<file path="config.mk">
export PLATFORM = sky130hd
export DESIGN_NAME = sw_input_port
export DESIGN_NICKNAME = d
export VERILOG_FILES = /design/src/rtl/sw_input_port.sv
export SDC_FILE = /design/constraint.sdc
export NUM_CORES = 1
export LEC_CHECK = 0
export BUFFER_PORTS_ARGS = -buffer_cell sky130_fd_sc_hd__buf_2
export CORE_MARGIN = 2
export CORE_UTILIZATION = 46
export DETAILED_ROUTE_END_ITERATION = 7
export GPL_TIMING_DRIVEN = 0
export PLACE_DENSITY_LB_ADDON = 0.12
export SLEW_MARGIN = 20
export SYNTH_ARGS = -nofsm -noshare
export SYNTH_HDL_FRONTEND = slang
export SYNTH_SLANG_ARGS = --single-unit
</file>
<file path="constraint.sdc">
create_clock -name i_clk -period 6.55 [get_ports i_clk]
set_clock_uncertainty 0.1 [all_clocks]
set_input_delay 1.31 -clock i_clk [delete_from_list [all_inputs] [get_ports i_clk]]
set_output_delay 1.31 -clock i_clk [all_outputs]
set_load 0.005 [all_outputs]
</file>
<file path="src/rtl/sw_input_port.sv">
// Board switch input port: 2-flop synchronizer, tick-sampled debouncer, and an LSU
// register block (DEB/CHG/MASK). Optional edge interrupt output under SW_EDGE_IRQ_EN.
//
// LSU access: a store takes effect on the rising edge where i_sel && i_lsu_wren.
// o_ld_data is combinational from i_lsu_addr[3:2] and does not depend on i_sel.
module sw_input_port #(
  parameter int unsigned DEBOUNCE_CYCLES = 50000
) (
  input  logic        i_clk,
  input  logic        i_rst,
  input  logic [31:0] i_io_sw,
  input  logic [3:0]  i_lsu_addr,
  input  logic        i_lsu_wren,
  input  logic        i_sel,
  input  logic [31:0] i_st_data,
  output logic [31:0] o_ld_data,
  output logic        o_irq
);

  localparam int unsigned CW = (DEBOUNCE_CYCLES > 2) ? $clog2(DEBOUNCE_CYCLES) : 1;
  localparam logic [CW-1:0] TERM = CW'(DEBOUNCE_CYCLES - 1);

  localparam logic [1:0] A_DEB  = 2'd0;
  localparam logic [1:0] A_CHG  = 2'd1;
  localparam logic [1:0] A_MASK = 2'd2;

  logic [31:0]   sync1_q, sync2_q;
  logic [31:0]   prev_q, prev_d;
  logic [31:0]   deb_q, deb_d;
  logic [31:0]   chg_q, chg_d;
  logic [31:0]   mask_q, mask_d;
  logic [CW-1:0] cnt_q, cnt_d;
  logic          tick;
  logic          wr_en;
  logic [1:0]    reg_sel;
  logic [31:0]   stable;
  logic          unused_addr;

  assign reg_sel     = i_lsu_addr[3:2];
  assign unused_addr = ^i_lsu_addr[1:0];
  assign wr_en       = i_sel & i_lsu_wren;
  assign tick        = (cnt_q == TERM);
  assign stable      = ~(sync2_q ^ prev_q);

  always_comb begin
    cnt_d  = tick ? '0 : cnt_q + 1'b1;
    prev_d = prev_q;
    deb_d  = deb_q;
    if (tick) begin
      prev_d = sync2_q;
      // Only bits seen at the same level on two consecutive ticks move.
      deb_d  = (deb_q & ~stable) | (sync2_q & stable);
    end
  end

  always_comb begin
    mask_d = mask_q;
    chg_d  = chg_q;
    if (wr_en && reg_sel == A_MASK) mask_d = i_st_data;
    if (wr_en && reg_sel == A_CHG)  chg_d  = chg_q & ~i_st_data;
    // Set is applied after the clear so a coincident edge keeps the flag.
    chg_d = chg_d | ((deb_d ^ deb_q) & mask_q);
  end

  always_ff @(posedge i_clk or posedge i_rst) begin
    if (i_rst) begin
      sync1_q <= '0;
      sync2_q <= '0;
      prev_q  <= '0;
      deb_q   <= '0;
      chg_q   <= '0;
      mask_q  <= '1;
      cnt_q   <= '0;
    end else begin
      sync1_q <= i_io_sw;
      sync2_q <= sync1_q;
      prev_q  <= prev_d;
      deb_q   <= deb_d;
      chg_q   <= chg_d;
      mask_q  <= mask_d;
      cnt_q   <= cnt_d;
    end
  end

  always_comb begin
    o_ld_data = 32'h0;
    case (reg_sel)
      A_DEB:   o_ld_data = deb_q;
      A_CHG:   o_ld_data = chg_q;
      A_MASK:  o_ld_data = mask_q;
      default: o_ld_data = 32'h0;
    endcase
  end

`ifdef SW_EDGE_IRQ_EN
  logic irq_q, irq_d;

  assign irq_d = |chg_d;

  always_ff @(posedge i_clk or posedge i_rst) begin
    if (i_rst) irq_q <= 1'b0;
    else       irq_q <= irq_d;
  end

  assign o_irq = irq_q;
`else
  assign o_irq = 1'b0;
`endif

endmodule
</file>
==> flow_summary.toml, run 1 <==
[finish]
postLayoutCellArea_mm2 = 0.0104
nets = 993
syn2layout_area_growth_pct = 19.8
drive_gt1_frac = 0.259
antennaDiodeCount = 0

[synthesis]
synth_most_common_cell = "dfrtp_1"
seq_area_frac_synth = 0.606
synthTopCellsByArea = "dfrtp_1 (51%), dfstp_2 (9.7%), o21ai_0 (6.6%)"
ys_top_cells_by_count = "dfrtp_1 (176), nand2_1 (147), o21ai_0 (115)"
synth_top_area_share = 0.509
async_flop_share = 1.00
syn_inst = 788
synth_cell_types = 35
avgSynthCellArea_um2 = 11.0
synth_edf_count = 0
synthesis.nets = 861
synth_area_mm2 = 0.00866
ys_ff_latch = 208
synthFlopType = "dfrtp_1"
synth_warnings = 0
yosysTopAreaCell = "dfrtp_1"

[critical_path]
end_kind = "output port"
critPathLaunchType = "input pin"
reg2reg_depth = 6
crit_type = "input pin to output port"
crit_buf_inv = 4
cp.required_ps = 5140
cpMostUsedCell = "buf_2"
cp_max_fo = 10
cp.depth = 7
startpoint = "i_lsu_addr[2]"
max_stage_delay_ps = 570
cp_cell_sequence = "buf_2 -> nor2b_1 -> buf_2 -> clkbuf_1 -> nand2_1 -> o21ai_0 -> buf_2"
critical-path-top-delay-family = "buffers and inverters"
critPathSlowestCell = "clkbuf_1"
worstPathArrival_ps = 2810
regToRegStartpoint = "cnt_q[0]"

[floorplan]
num_rows = 50
die_x_um = 141
dieArea_mm2 = 0.0199
fp.dieH_um = 141
start_util = 0.466
core_area_mm2 = 0.0186
io_pins = 105

[route]
drc = 0
wire_per_inst_um = 17.7
vias = 6418
viasPerCell = 5.49
drt-total-wl_mm = 20.7
drtPass1Iterations = 4
final_antenna_net_count = 0
first_iter_violations = 358

[timing]
rsz0062_at_grt = "false"
report.final.slew_viol_count = 0
max_slew.worst_pin.slew_ps = 768
maxSlewHeadroom = 0.488
fin_setup_tns_ps = 0
final.period_utilization = 0.645
holdWs_ps = 245
finalSetupViolCount = 0
hold_viol_final = 0
fin_crit_ps = 4220
timing.fmax_mhz = 237

[power]
p_comb_frac = 0.064
finalPower_w = 0.00291
p_int_w = 0.00227
switching_power_w = 0.000636
max-vdd-ir-drop_uv = 206
leakagePower_nw = 4.71
switching_share = 0.219
clockPowerShare = 0.445
seq_power_share = 0.490
powerDensity_mw_per_mm2 = 280

[clock_network]
cts-root-buf = "clkbuf_16"
cts_buffers = 23
postCtsSetupRepairBufs = 0
path_clk_slew_ps = 60
cts_tree = "yes"
cts_buffer_depth = 3
clk_latency_ps = 500
cts_hold_buf = 0
h-tree-depth = 1
cts_resized = 0
cts.sinks = 208

[place]
gp_congestion = 0.768
portBuffers = 100
hpwl_mm = 13.8
postPlaceCellArea_mm2 = 0.00961

[min_path]
hold_path_class = "register to register"
hp-start = "sync1_q[22]"
holdPathStages = 0

[global_routing]
grt_pass1_wl_mm = 33.2
grt_overflow_total = 0
grt_pass1_vias = 6278
antenna_found_initial = 0
grt_usage = 0.210
grt_max_degree = 35

[status]
status = "complete, no violations"

[job]
drv_cap = 0
[stage by stage]
| step | instances | utilization | setup WS, ps |
|---|---|---|---|
| after detailed placement | 1129 | 0.517 | 2340 |
| after floorplan | 788 | - | 2470 |
| after global placement | 1122 | 0.509 | 1140 |
| after global routing | 1168 | 0.559 | 2230 |
| after CTS | 1168 | 0.559 | 2340 |
| final | 1168 | 0.559 | 2330 |
[power by group through the flow]
stage	Clock (W)	Combinational (W)	Sequential [W]
2_1_floorplan	0	0.000110	0.00143
3_3_place_gp	0	0.000177	0.00145
3_5_place_dp	0	0.000190	0.00145
4_1_cts	0.00133	0.000191	0.00143
5_1_grt	0.00138	0.000209	0.00143
6_report	0.00130	0.000187	0.00143
[registers in the layout, summed over array words and instances (netlist names)]
name and flops:
deb_q 32, sync1_q 32, cnt_q 16, chg_q 32, mask_q 32, prev_q 32, sync2_q 32
[final cells by class]
class	count	area (um2)
sequential	208	5250
fill	1632	8200
timing repair buffer	107	648
inverter	29	113
tap	234	293
clock buffer	37	738
clock inverter	2	35.0
buffer	37	218
multi-input combinational	514	3090
[path summary, 6_finish.rpt]
path | endpoint | slack (ps)
min in group asynchronous | sync1_q[28] | 730
min reg2reg | sync2_q[22] | 250
max | o_ld_data[19] | 2330
min | sync2_q[22] | 250
max in group asynchronous | mask_q[7] | 4600
max reg2reg | prev_q[21] | 4360
[placed cells by master (no fill, tap or decap), types with 11 or more instances in the layout]
cell type / n
o21ai_0: 115
clkbuf_8: 11
mux2_2: 32
nand3b_1: 26
buf_2: 115
a32o_1: 32
a21oi_1: 53
clkbuf_16: 23
clkbuf_1: 14
nand2_1: 147
nor2_1: 23
inv_1: 28
dfstp_2: 32
mux2i_1: 32
dfrtp_1: 176
[layer usage]
layer  share of wire  GRT usage  vias up
li1                -          -     3007
met3           0.048     0.0384       32
met2            0.47      0.344      149
met1            0.46      0.292     3230
met4           0.020     0.0500        0
met5               0          0        -
[worst reg2reg max path, delay by kind of cell (launching register included)]
kind | cells | cell delay [ps]
simple gates | 2 | 420
fa+ha+maj | 1 | 250
buf+inv | 2 | 710
compound gates | 1 | 160
flops | 1 | 410
[kinds of logic (layout without fill, tap and decap cells)]
group,after synthesis,after routing,share of synthesized area
other cells,1,1,0.000433
fa+ha+maj,1,1,0.00144
flops,208,208,0.606
simple gates,221,221,0.117
compound gates,214,214,0.146
mux,64,64,0.0786
buf+inv,66,212,0.0377
xor+xnor,13,13,0.0131
Note: power is estimated with default switching activity, not from simulation.
==> run 2: changes to the inputs <==
- ABC_AREA: unset -> 1
- clock period: 6.55 -> 3.8 ns (I/O delays scaled with it)
==> run 2 against run 1 <==
Compared with the run above: non-clock buffer count grew 4; sequential share of layout area decreased by 3.2 points; highest routed layer unchanged; combinational power up 89%; first-iteration DRC count increased by 31%; critical path depth did not move.
==> flow_summary.toml, run 2 <==
[status]
status = "complete, no violations"

[route]
final_antenna_net_count = 0
drc = 0
viasPerCell = 4.88
wire_per_inst_um = 14.8
vias = 7384
first_iter_violations = 470
drtPass1Iterations = 5
drt-total-wl_mm = 22.4

[critical_path]
cp_max_fo = 10
worstReg2RegEnd = "chg_q[4]"
cp.required_ps = 2940
crit_buf_inv = 4
reg2reg_depth = 9
critPathSlowestCell = "clkbuf_1"
worstPathArrival_ps = 2250
critPathLaunchType = "input pin"
cpMostUsedCell = "buf_2"
max_stage_delay_ps = 630
r2r_slack_ps = 1990
cp_cell_sequence = "buf_2 -> inv_1 -> nor2_1 -> clkbuf_1 -> nand2_1 -> nand3_1 -> buf_2"
crit_type = "input pin to output port"
critical-path-top-delay-family = "buffers and inverters"
end_kind = "output port"
regToRegStartpoint = "cnt_q[0]"

[floorplan]
start_util = 0.473
io_pins = 105
fp.dieH_um = 146
num_rows = 51
dieArea_mm2 = 0.0214
die_x_um = 146
core_area_mm2 = 0.0197

[synthesis]
synthMuxAreaShare = 0
synthFlopType = "dfrtp_1"
syn_inst = 1099
yosys.area_share.simple = 0.261
synthesis.nets = 1172
synth_area_mm2 = 0.00929
synth_top_family_by_area = "simple AND/OR/NAND/NOR gates"
avgSynthCellArea_um2 = 8.46
synth_edf_count = 0
seq_area_frac_synth = 0.564
yosysTopAreaCell = "dfrtp_1"
synth_cell_types = 25
synth_adder_area_share = 0.00135
synth_xor_area_frac = 0.00471
synth_most_common_cell = "nand2_1"
ys_ff_latch = 208
async_flop_share = 1.00
synth_top_area_share = 0.474
synth_compound_gate_area_share = 0.0732
ys_top_cells_by_count = "nand2_1 (346), dfrtp_1 (176), inv_1 (151)"
synth_warnings = 0
synthTopCellsByArea = "dfrtp_1 (47%), nand2_1 (14%), dfstp_2 (9.0%)"

[timing]
setup_ws_ps = 695
fin_crit_ps = 3110
rsz0062_at_grt = "false"
finalSetupViolCount = 0
maxSlewHeadroom = 0.448
hold_viol_final = 0
max_slew.worst_pin.slew_ps = 828
timing.fmax_mhz = 322
final.period_utilization = 0.817
report.final.slew_viol_count = 0
fin_setup_tns_ps = 0

[finish]
nets = 1305
antennaDiodeCount = 0
final_cell_mix = "nand2_1 (346), dfrtp_1 (176), inv_1 (150), nand3_1 (107), buf_2 (107)"
syn2layout_area_growth_pct = 19.2
final_common_cell = "nand2_1"
drive_gt1_frac = 0.193

[power]
powerDensity_mw_per_mm2 = 466
leakagePower_nw = 5.45
max-vdd-ir-drop_uv = 335

[clock_network]
cts_tree = "yes"
clk_latency_ps = 500
cts_resized = 0
path_clk_slew_ps = 50
cts_buffers = 23
h-tree-depth = 1
cts_hold_buf = 0
cts-root-buf = "clkbuf_16"
cts_buffer_depth = 3
cts.sinks = 208
postCtsSetupRepairBufs = 0

[global_routing]
antenna_found_initial = 0
grt_max_degree = 35
grt_pass1_wl_mm = 36.6
grt_usage = 0.214
grt_pass1_vias = 7024
grt_overflow_total = 0

[place]
hpwl_mm = 15.3
gp_congestion = 0.866
portBuffers = 101
dp_slack_ps = 669

[job]
drv_cap = 0

[min_path]
hold_path_class = "input pin to asynchronous set/reset pin"
run 2: layer usage:
layer  vias up  part of all wire  global-route usage
met5         -                 0                   0
met2       177              0.45               0.343
met4         0             0.017              0.0476
li1       3700                 -                   -
met3        32             0.050              0.0281
met1      3475              0.48               0.314
run 2: layout make-up:
cell class	instances	area, um2
clock buffers	31	656
fillers	1862	8580
well taps	265	332
inverters	155	587
flip-flops and latches	208	5250
multi-input cells	696	3170
plain buffers	40	297
repair buffers	108	661
clock inverters	10	134
run 2: through the flow:
step	hold WS, ps	utilization	cell area [um2]	cells	total power, W
floorplan	231	-	9300	1099	0.00273
global placement	232	0.516	10100	1465	0.00289
detailed placement	235	0.523	10300	1472	0.00292
CTS	164	0.564	11100	1513	0.00523
global route	187	0.564	11100	1513	0.00539
finish	169	0.564	11100	1513	0.00517
run 2: worst max-delay path by stage:
stage                             start            to  slack [ps]  depth (start not counted)
after CTS                 i_lsu_addr[2]  o_ld_data[6]         660                          7
after detailed placement  i_lsu_addr[2]  o_ld_data[6]         670                          7
after global placement            i_rst      deb_q[8]       -1080                          2
after floorplan                   i_rst      chg_q[0]         270                          1
final                     i_lsu_addr[2]  o_ld_data[5]         690                          7
after global routing      i_lsu_addr[2]  o_ld_data[5]         470                          7
run 2: cell families after synthesis:
kind of cell / Yosys count
other: 1
AO/OA/AOI/OAI: 136
XOR/XNOR: 5
flip-flops: 208
AND/OR/NAND/NOR: 553
buffers and inverters: 195
adder cells (fa/ha/maj): 1
run 2: power breakdown:
group / switching (W) / total [W] / leakage (nW) / internal, W
Combinational: 0.000211 / 0.000354 / 2.47 / 0.000143
Sequential: 0.0000980 / 0.00252 / 2.60 / 0.00242
Clock: 0.000878 / 0.00229 / 0.385 / 0.00141
Total: 0.00119 / 0.00517 / 5.45 / 0.00398
